File: src/rtl/mc_fifo_pkg.sv
// mc_fifo_pkg: shared request opcode type for the multi-channel command FIFO
package mc_fifo_pkg;
    typedef enum logic [1:0] {REQ_FLUSH, REQ_READ, REQ_WRITE, REQ_PEEK} req_typ_e;
endpackage

File: src/rtl/mc_fifo_chan.sv
// mc_fifo_chan: one channel's storage and extra-MSB wrap pointers
module mc_fifo_chan
    import mc_fifo_pkg::*;
#(
    parameter int DATA_WIDTH   = 32,
    parameter int MAX_CAPACITY = 16
) (
    input  logic                  clk_i,
    input  logic                  rst_ni,
    input  logic                  push_i,
    input  logic                  pop_i,
    input  logic                  flush_i,
    input  logic [DATA_WIDTH-1:0] data_i,
    output logic [DATA_WIDTH-1:0] head_o,
    output logic                  full_o,
    output logic                  empty_o
);
    localparam int AW = $clog2(MAX_CAPACITY);

    logic [AW:0]           wr_ptr_q, wr_ptr_d, rd_ptr_q, rd_ptr_d;
    logic [DATA_WIDTH-1:0] mem_q [MAX_CAPACITY];

    always_comb begin
        wr_ptr_d = push_i ? wr_ptr_q + 1'b1 : wr_ptr_q;
        rd_ptr_d = flush_i ? wr_ptr_q : pop_i ? rd_ptr_q + 1'b1 : rd_ptr_q;
    end

    always_ff @(posedge clk_i or negedge rst_ni) begin
        if (!rst_ni) begin
            wr_ptr_q <= '0;
            rd_ptr_q <= '0;
        end else begin
            wr_ptr_q <= wr_ptr_d;
            rd_ptr_q <= rd_ptr_d;
        end
    end

    always_ff @(posedge clk_i) begin
        if (push_i) mem_q[wr_ptr_q[AW-1:0]] <= data_i;
    end

    assign head_o  = mem_q[rd_ptr_q[AW-1:0]];
    assign empty_o = wr_ptr_q == rd_ptr_q;
    assign full_o  = (wr_ptr_q ^ rd_ptr_q) == {1'b1, {AW{1'b0}}};
endmodule

File: src/rtl/mc_cmd_fifo.sv
// mc_cmd_fifo: NUM_CH independent FIFOs behind one request/response port
module mc_cmd_fifo
    import mc_fifo_pkg::*;
#(
    parameter int DATA_WIDTH   = 32,
    parameter int MAX_CAPACITY = 2**4,
    parameter int NUM_CH       = 4,
    localparam int CH_W        = (NUM_CH > 1) ? $clog2(NUM_CH) : 1
) (
    input  logic                  clk_i,
    input  logic                  rst_ni,
    input  logic                  req_val_i,
    input  logic [1:0]            req_typ_i,
    input  logic [CH_W-1:0]       req_ch_i,
    input  logic [DATA_WIDTH-1:0] data_i,
    output logic                  req_rdy_o,
    output logic                  rsp_val_o,
    output logic [1:0]            rsp_typ_o,
    output logic [CH_W-1:0]       rsp_ch_o,
    output logic [DATA_WIDTH-1:0] data_o,
    output logic                  err_o,
    input  logic                  rsp_rdy_i,
    output logic [NUM_CH-1:0]     full_o,
    output logic [NUM_CH-1:0]     empty_o
);
    localparam int NP = 2**CH_W;

    logic [NP-1:0]         full_a, empty_a, ch_map;
    logic [DATA_WIDTH-1:0] head_a [NP];
    logic [NUM_CH-1:0]     push_v, pop_v, flush_v;
    req_typ_e              typ;
    logic                  acc, ch_ok, is_rd, err;

    logic                  rsp_val_q, rsp_val_d, rsp_err_q, rsp_err_d;
    logic [1:0]            rsp_typ_q, rsp_typ_d;
    logic [CH_W-1:0]       rsp_ch_q, rsp_ch_d;
    logic [DATA_WIDTH-1:0] rsp_data_q, rsp_data_d;

    assign req_rdy_o = !rsp_val_q || rsp_rdy_i;

    always_comb begin
        typ = req_typ_e'(req_typ_i);
        acc = req_val_i && req_rdy_o;
        for (int i = 0; i < NP; i++) ch_map[i] = i < NUM_CH;
        ch_ok = ch_map[req_ch_i];
        is_rd = typ == REQ_READ || typ == REQ_PEEK;
        err   = !ch_ok || (typ == REQ_WRITE && full_a[req_ch_i]) || (is_rd && empty_a[req_ch_i]);
        for (int i = 0; i < NUM_CH; i++) begin
            push_v[i]  = acc && !err && req_ch_i == CH_W'(i) && typ == REQ_WRITE;
            pop_v[i]   = acc && !err && req_ch_i == CH_W'(i) && typ == REQ_READ;
            flush_v[i] = acc && !err && req_ch_i == CH_W'(i) && typ == REQ_FLUSH;
        end
        rsp_val_d  = acc || (rsp_val_q && !rsp_rdy_i);
        rsp_typ_d  = acc ? req_typ_i : rsp_typ_q;
        rsp_ch_d   = acc ? req_ch_i : rsp_ch_q;
        rsp_err_d  = acc ? err : rsp_err_q;
        rsp_data_d = acc ? ((is_rd && !err) ? head_a[req_ch_i] : '0) : rsp_data_q;
    end

    always_ff @(posedge clk_i or negedge rst_ni) begin
        if (!rst_ni) begin
            rsp_val_q  <= 1'b0;
            rsp_typ_q  <= '0;
            rsp_ch_q   <= '0;
            rsp_err_q  <= 1'b0;
            rsp_data_q <= '0;
        end else begin
            rsp_val_q  <= rsp_val_d;
            rsp_typ_q  <= rsp_typ_d;
            rsp_ch_q   <= rsp_ch_d;
            rsp_err_q  <= rsp_err_d;
            rsp_data_q <= rsp_data_d;
        end
    end

    // Index space padded to a power of two so out-of-range channels read as empty, not full
    for (genvar c = 0; c < NP; c++) begin : g_ch
        if (c < NUM_CH) begin : g_on
            mc_fifo_chan #(.DATA_WIDTH(DATA_WIDTH), .MAX_CAPACITY(MAX_CAPACITY)) u_chan (
                .clk_i   (clk_i),
                .rst_ni  (rst_ni),
                .push_i  (push_v[c]),
                .pop_i   (pop_v[c]),
                .flush_i (flush_v[c]),
                .data_i  (data_i),
                .head_o  (head_a[c]),
                .full_o  (full_a[c]),
                .empty_o (empty_a[c])
            );
        end else begin : g_off
            assign head_a[c]  = '0;
            assign full_a[c]  = 1'b0;
            assign empty_a[c] = 1'b1;
        end
    end

    assign rsp_val_o = rsp_val_q;
    assign rsp_typ_o = rsp_typ_q;
    assign rsp_ch_o  = rsp_ch_q;
    assign data_o    = rsp_data_q;
    assign err_o     = rsp_err_q;
    assign full_o    = full_a[NUM_CH-1:0];
    assign empty_o   = empty_a[NUM_CH-1:0];
endmodule
File: config.mk
export PLATFORM = sky130hd
export DESIGN_NAME = mc_cmd_fifo
export DESIGN_NICKNAME = d
export VERILOG_FILES = /design/src/rtl/mc_fifo_pkg.sv /design/src/rtl/mc_fifo_chan.sv /design/src/rtl/mc_cmd_fifo.sv
export SDC_FILE = /design/constraint.sdc
export NUM_CORES = 2
export LEC_CHECK = 0
export BUFFER_PORTS_ARGS = -buffer_cell sky130_fd_sc_hd__buf_2
export CAP_MARGIN = 10
export CORE_AREA = 2 2 509 410
export CTS_CLUSTER_DIAMETER = 40
export DETAILED_ROUTE_END_ITERATION = 8
export DIE_AREA = 0 0 511 412
export MAX_ROUTING_LAYER = met4
export PLACE_DENSITY = 0.57
export SLEW_MARGIN = 20
export SYNTH_ARGS = -nofsm -noshare
export SYNTH_HDL_FRONTEND = slang
export SYNTH_SLANG_ARGS = --single-unit
File: constraint.sdc
create_clock -name clk_i -period 7.8 [get_ports clk_i]
set_input_delay 1.17 -clock clk_i [delete_from_list [all_inputs] [get_ports clk_i]]
set_output_delay 1.17 -clock clk_i [all_outputs]
set_load 0.005 [all_outputs]
# Yosys cells after proc, flatten, opt, wreduce, memory -nomap -nowiden

Memory sizes are Yosys's and may differ from the RTL's.
Cells that the tools add are included.

Add/subtract/negate cells: 8
Magnitude comparators: 2
Eq/ne operators: 14
Multiplexer cells: 26
Bitwise gates (word level): 5
Reduce and logical (&&, ||, !) cells: 37

Operator list:

| operator                                                                     | number |
|---|---|
| 32-bit two-way mux                                                           | 3 |
| 32-bit binary-select mux with 2-bit select                                   | 1 |
| 5-bit by 1-bit adder with 5-bit output, second input constant                | 8 |
| 5-bit two-way mux                                                            | 8 |
| 1-bit logical AND                                                            | 22 |
| 5-bit == test                                                                | 4 |
| 5-bit == test, second input constant                                         | 4 |
| 5-bit bitwise XOR                                                            | 4 |
| 1-bit two-way mux                                                            | 11 |
| 2-bit == test, second input constant                                         | 4 |
| 2-bit nonzero test                                                           | 4 |
| 1-bit binary-select mux with 2-bit select                                    | 3 |
| 1-bit logical OR                                                             | 5 |
| 2-bit by 1-bit == test with 1-bit output, second input constant              | 2 |
| 1-bit zero test                                                              | 4 |
| 2-bit zero test                                                              | 2 |
| 3-bit greater-or-equal comparator, second input constant                     | 1 |
| 2-bit by 3-bit less-than comparator with 1-bit output, second input constant | 1 |
| 2-bit NOT with 3-bit output                                                  | 1 |

Register bits: 78
Bits in writable memories: 2048
Bits of input ports: 40
Output and inout port bits: 47
Word-level logic and storage cells: 109
Memories: 4

Memories:

| name                      | depth | width | rd ports | clocked after memory_dff | wr ports | RTL line           | RTL |
|---|---|---|---|---|---|---|---|
| g_ch[0].g_on.u_chan.mem_q | 16    | 32    | 1        | 0                        | 1        | mc_fifo_chan.sv:21 | `logic [DATA_WIDTH-1:0] mem_q [MAX_CAPACITY];` |
| g_ch[1].g_on.u_chan.mem_q | 16    | 32    | 1        | 0                        | 1        | mc_fifo_chan.sv:21 |  |
| g_ch[2].g_on.u_chan.mem_q | 16    | 32    | 1        | 0                        | 1        | mc_fifo_chan.sv:21 |  |
| g_ch[3].g_on.u_chan.mem_q | 16    | 32    | 1        | 0                        | 1        | mc_fifo_chan.sv:21 |  |

# Depth between registers and ports, before layout

Depth after elaboration: 13
Gate-level depth with buffers: 10

# Modules after synthesis

A second synthesis with hierarchy kept.

Cell total of the unflattened synthesis: 3685
Area total of the unflattened synthesis: 81667.1 µm²

Modules (own cells, without submodules):

| module                                 | instances | cells an instance | area each (µm²) | seq. area each (µm²) |
|---|---|---|---|---|
| mc_fifo_chan (g_ch[1].g_on.u_chan ...) | 2         | 866               | 19771.5         | 15625.0 |
| mc_fifo_chan (g_ch[3].g_on.u_chan)     | 1         | 862               | 19782.7         | 15625.0 |
| mc_fifo_chan (g_ch[0].g_on.u_chan)     | 1         | 866               | 19779.0         | 15625.0 |
| mc_cmd_fifo                            | 1         | 225               | 2562.5          | 950.9 |

# Worst setup path before layout

OpenSTA, ideal clock, no wires.

Path kind: input to register
Start point: in req_ch_i[1]
End point: mem g_ch[1].g_on.u_chan.mem_q[3][0] (enable)
Setup time: 0.461 ns
Arrival time: 4.838 ns
Required time: 7.339 ns
Slack: 2.500 ns
Stages: 8
Path buffers: 3
Cells stage by stage: buf_2 nor2b_1 clkbuf_1 nand2b_1 a2111oi_2 clkbuf_2 nand2_1 nor3_1

Word-level cells in the longest chain between the ends: 11
Elaborated cells on any way between the ends: 18

RTL lines:

| what                                                         | RTL line                             | RTL |
|---|---|---|
| start: declaration                                           | mc_cmd_fifo.sv:14                    | `input logic [CH_W-1:0] req_ch_i,` |
| 1-bit binary-select mux with 2-bit select (on tied branches) | mc_cmd_fifo.sv:45, mc_cmd_fifo.sv:47 |  |
| 1-bit two-way mux (on tied branches)                         | mc_cmd_fifo.sv:45, mc_cmd_fifo.sv:47 |  |
| 1-bit zero test / 1-bit logical AND (equally long branches)  | mc_cmd_fifo.sv:47                    | `err = !ch_ok \|\| (typ == REQ_WRITE && full_a[req_ch_i]) \|\| (is_rd && empty_a[req_ch_i]);` |
| 1-bit logical OR (2 in a row)                                | mc_cmd_fifo.sv:47                    |  |
| 1-bit zero test                                              | mc_cmd_fifo.sv:49                    | `push_v[i] = acc && !err && req_ch_i == CH_W'(i) && typ == REQ_WRITE;` |
| 1-bit logical AND                                            | mc_cmd_fifo.sv:49                    |  |
| 1-bit logical AND (*) (2 in a row)                           | mc_cmd_fifo.sv:49                    |  |
| 1-bit two-way mux (*)                                        | mc_fifo_chan.sv:39                   | `if (push_i) mem_q[wr_ptr_q[AW-1:0]] <= data_i;` |
| 1-bit two-way mux (implied by the code) (*)                  | mc_fifo_chan.sv:39                   |  |
| end: declaration                                             | mc_fifo_chan.sv:21                   |  |

Mark *: on every way between the ends. The rest lies on a longest branch, timed or not. The select of a mux whose other input is x is not followed.

# Final worst setup path

Start point: reg g_ch[3].g_on.u_chan.rd_ptr_q[0]
End point: out empty_o[3]

Word-level cells in the longest chain between the ends: 1

RTL lines:

| what                     | RTL line           | RTL |
|---|---|---|
| start: declaration       | mc_fifo_chan.sv:20 | `logic [AW:0] wr_ptr_q, wr_ptr_d, rd_ptr_q, rd_ptr_d;` |
| start signal: assignment | mc_fifo_chan.sv:34 | `rd_ptr_q <= rd_ptr_d;` |
| 5-bit == test            | mc_fifo_chan.sv:43 | `assign empty_o = wr_ptr_q == rd_ptr_q;` |
| end: declaration         | mc_cmd_fifo.sv:24  | `output logic [NUM_CH-1:0] empty_o` |

Every way passes these cells.

==> results.tsv <==
stage	metric	value	unit
logic_synthesis	Commonest cells post-synth	edfxtp_1, mux4_2, clkbuf_1	
critical_path	Critical Path RT	6.63	ns
final_layout	Nets	3622	
final_layout	Area growth syn-to-layout	12.9	%
timing	final worst path period need	4.52	ns
placement	Cell Area, Placed	0.0854	mm2
die	Die Wd	511	um
placement	I/O Buffers	86	
timing	setup TNS	0	ns
logic_synthesis	EDFF count, synth	2048	
power	Sw Ratio	0.297	
clock_tree	postcts setup bufs	0	
grt	first-pass GRT wire length	299000	um
clock_tree	Clk Latency, worst-skew pair	0.84	ns
drt	drc violations	0	
logic_synthesis	post-synth top area share	0.751	
drt	vias	38100	
logic_synthesis	Cells after Synth	3410	
placement	post-detail-place hpwl	128000	um
grt	global route overflow	0	
logic_synthesis	prevailing post-synth register cell	edfxtp_1	
timing	Setup violations, final	0	
logic_synthesis	Avg Cell Area, Syn	24.0	um2
drt	wire length per cell	33.7	um
power	internal power	0.0219	W
placement	routability congestion estimate	0.867	
clock_tree	post-CTS sizing	0	
clock_tree	CTS Buf Count	214	
drt	number of DRC markers in iteration 0	5945	
timing	crit share post-route	0.579	
timing	f_max	221	MHz
die	Die H	412	um
final_layout	Post-Layout Inst Area	0.0925	mm2
timing	Final Hold Viols	0	
critical_path	endpoint class of the critical path	output port	
power	pwr dens	338	mW/mm2
power	leak pwr	28.8	nW
logic_synthesis	most frequent cell after synthesis	edfxtp_1	
power	combinational share of power	0.243	
logic_synthesis	Synth area leader	edfxtp_1	
drt	TritonRoute pass-1 iters	7	
grt	maximum number of pins on one net before global-route repair	98	
clock_tree	Sink Count	2126	
grt	GRT Resource Usage Total	0.212	
logic_synthesis	distinct cell type count after synthesis	48	
logic_synthesis	top cells by area, synth	edfxtp_1, mux4_2, dfrtp_1	
critical_path	Setup crit start kind	flip-flop	
clock_tree	Max clock buf depth	3	
final_layout	ratio of cells with drive above 1 in the final layout	0.322	
power	IR drop worst, VDD	0.261	mV
critical_path	kind of critical path	reg -> out	
timing	Worst Skew	0.0300	ns
logic_synthesis	cell area after synthesis	0.0819	mm2
status	outcome	finished, final reports clean	
timing	RSZ-0062 raised after global routing	false	
clock_tree	post-cts hold buffer count	0	
die	initial core utilization	0.399	
power	Psw	0.00927	W
critical_path	Worst Path Arrival	3.35	ns
timing	worst slew pin tran	1.18	ns
die	die area	0.211	mm2
worst_hold_path	Hold Crit Class	in -> async	
clock_tree	CTS tree	yes	
clock_tree	CTS clk-pin slew, worst paths	0.06	ns
die	io pins	87	
job	max_cap viols	0	
timing	max-slew violations	0	
logic_synthesis	Async SR Flop Fraction	0.0367	
die	row count	149	
power	clock group share of total power	0.332	
logic_synthesis	Ys Warns	0	
power	sequential share of power	0.425	
logic_synthesis	post-synthesis sequential area ratio	0.775	
die	Core Area	0.205	mm2
clock_tree	clk root buf	clkbuf_16	
clock_tree	H-tree levels	4	
grt	vias in the first global route	36700	
critical_path	CP Max Fanout	78	
timing	Rel. slew slack	0.212	
logic_synthesis	Yosys reg bits	2126	
drt	Routed Wire Length	218000	um
drt	Final ANT Viol Nets	0	
drt	Via density	5.89	
logic_synthesis	Net Count, Synth	3470	
grt	initial antenna violation count	31	
-- state kept, by name, summed over array words and instances (netlist names) --
| name | count |
|---|---|
| data_o | 32 |
| err_o | 1 |
| g_ch.g_on.u_chan.mem_q | 2048 |
| g_ch.g_on.u_chan.rd_ptr_q | 20 |
| g_ch.g_on.u_chan.wr_ptr_q | 20 |
| rsp_ch_o | 2 |
| rsp_typ_o | 2 |
| rsp_val_o | 1 |
-- cell type report --
type,count,area (um2)
antenna,6,15.0
clock buffer,269,5730
clock inverter,132,1320
fill,17000,113000
inverter,11,41.3
multi-input combinational,1068,17500
sequential,2126,63500
tap,2718,3400
timing repair buffer,141,948
-- logic make-up after synthesis --
logic type	Yosys count	share of synthesized area
flip-flops	2126	0.775
multiplexers	647	0.177
buffers and inverters	216	0.0128
AND/OR/NAND/NOR	208	0.0133
AO/OA/AOI/OAI	156	0.0152
XOR/XNOR	37	0.00396
adder cells (fa/ha/maj)	20	0.00306
-- power by group through the flow --
stage               combinational, W  clock (W)  sequential (W)
detailed placement           0.00759          0          0.0135
finish                       0.00759     0.0104          0.0133
global placement             0.00757          0          0.0135
global route                 0.00784     0.0110          0.0133
CTS                          0.00761     0.0105          0.0133
floorplan                    0.00502          0          0.0130
-- metrics by stage --
stage	utilization	setup slack, ns	power [W]	hold slack [ns]	cells
after floorplan	-	2.50	0.0180	0.470	3410
after global placement	0.416	3.03	0.0211	0.471	6064
after detailed placement	0.416	2.96	0.0211	0.474	6064
after CTS	0.450	3.09	0.0314	0.214	6465
after global routing	0.450	3.11	0.0321	0.251	6465
final	0.451	3.28	0.0312	0.248	6471
-- worst max-delay path: stages, from the launching register on --
cell and delay [ns]:
dfrtp_4 0.73, buf_12 0.48, xnor2_1 0.20, nand4_1 0.20, nor2_1 0.57, buf_2 0.23
-- per-layer routing --
layer,track usage,wire (um),vias up
met4,0.0481,4290,0
met2,0.283,92500,1819
met5,-,0,-
met1,0.335,101000,21000
li1,-,-,15100
met3,0.0386,20500,231
-- placed cells by master, fill, tap and decap left out, drive strengths merged, types with 19 or more instances in the layout --
| cell type | n |
|---|---|
| a22oi | 65 |
| mux4 | 640 |
| a22o | 32 |
| nor2 | 19 |
| inv | 36 |
| nand2 | 67 |
| clkinv | 72 |
| buf | 141 |
| xnor2 | 29 |
| and3 | 61 |
| dfrtp | 78 |
| ha | 20 |
| clkbuf | 269 |
| edfxtp | 2048 |
| bufinv | 20 |
-- path summary, 6_finish.rpt --
path | from | to | slack, ns | cells after the start
worst max-delay path | g_ch[3].g_on.u_chan.rd_ptr_q[0]$_DFFE_PN0P_ | empty_o[3] | 3.28 | 5
worst min-delay path | rst_ni | data_o[11]$_DFFE_PN0P_ | 0.25 | 1
worst max register to register | g_ch[3].g_on.u_chan.rd_ptr_q[0]$_DFFE_PN0P_ | g_ch[1].g_on.u_chan.mem_q[15][5]$_DFFE_PP_ | 3.52 | 8
worst min register to register | rsp_ch_o[1]$_DFFE_PN0P_ | rsp_ch_o[1]$_DFFE_PN0P_ | 0.48 | 2
max in group asynchronous | rst_ni | g_ch[3].g_on.u_chan.rd_ptr_q[1]$_DFFE_PN0P_ | 6.26 | 2
min in group clk_i | rsp_ch_o[1]$_DFFE_PN0P_ | rsp_ch_o[1]$_DFFE_PN0P_ | 0.48 | 2
Power figures use the tool's default switching activity.
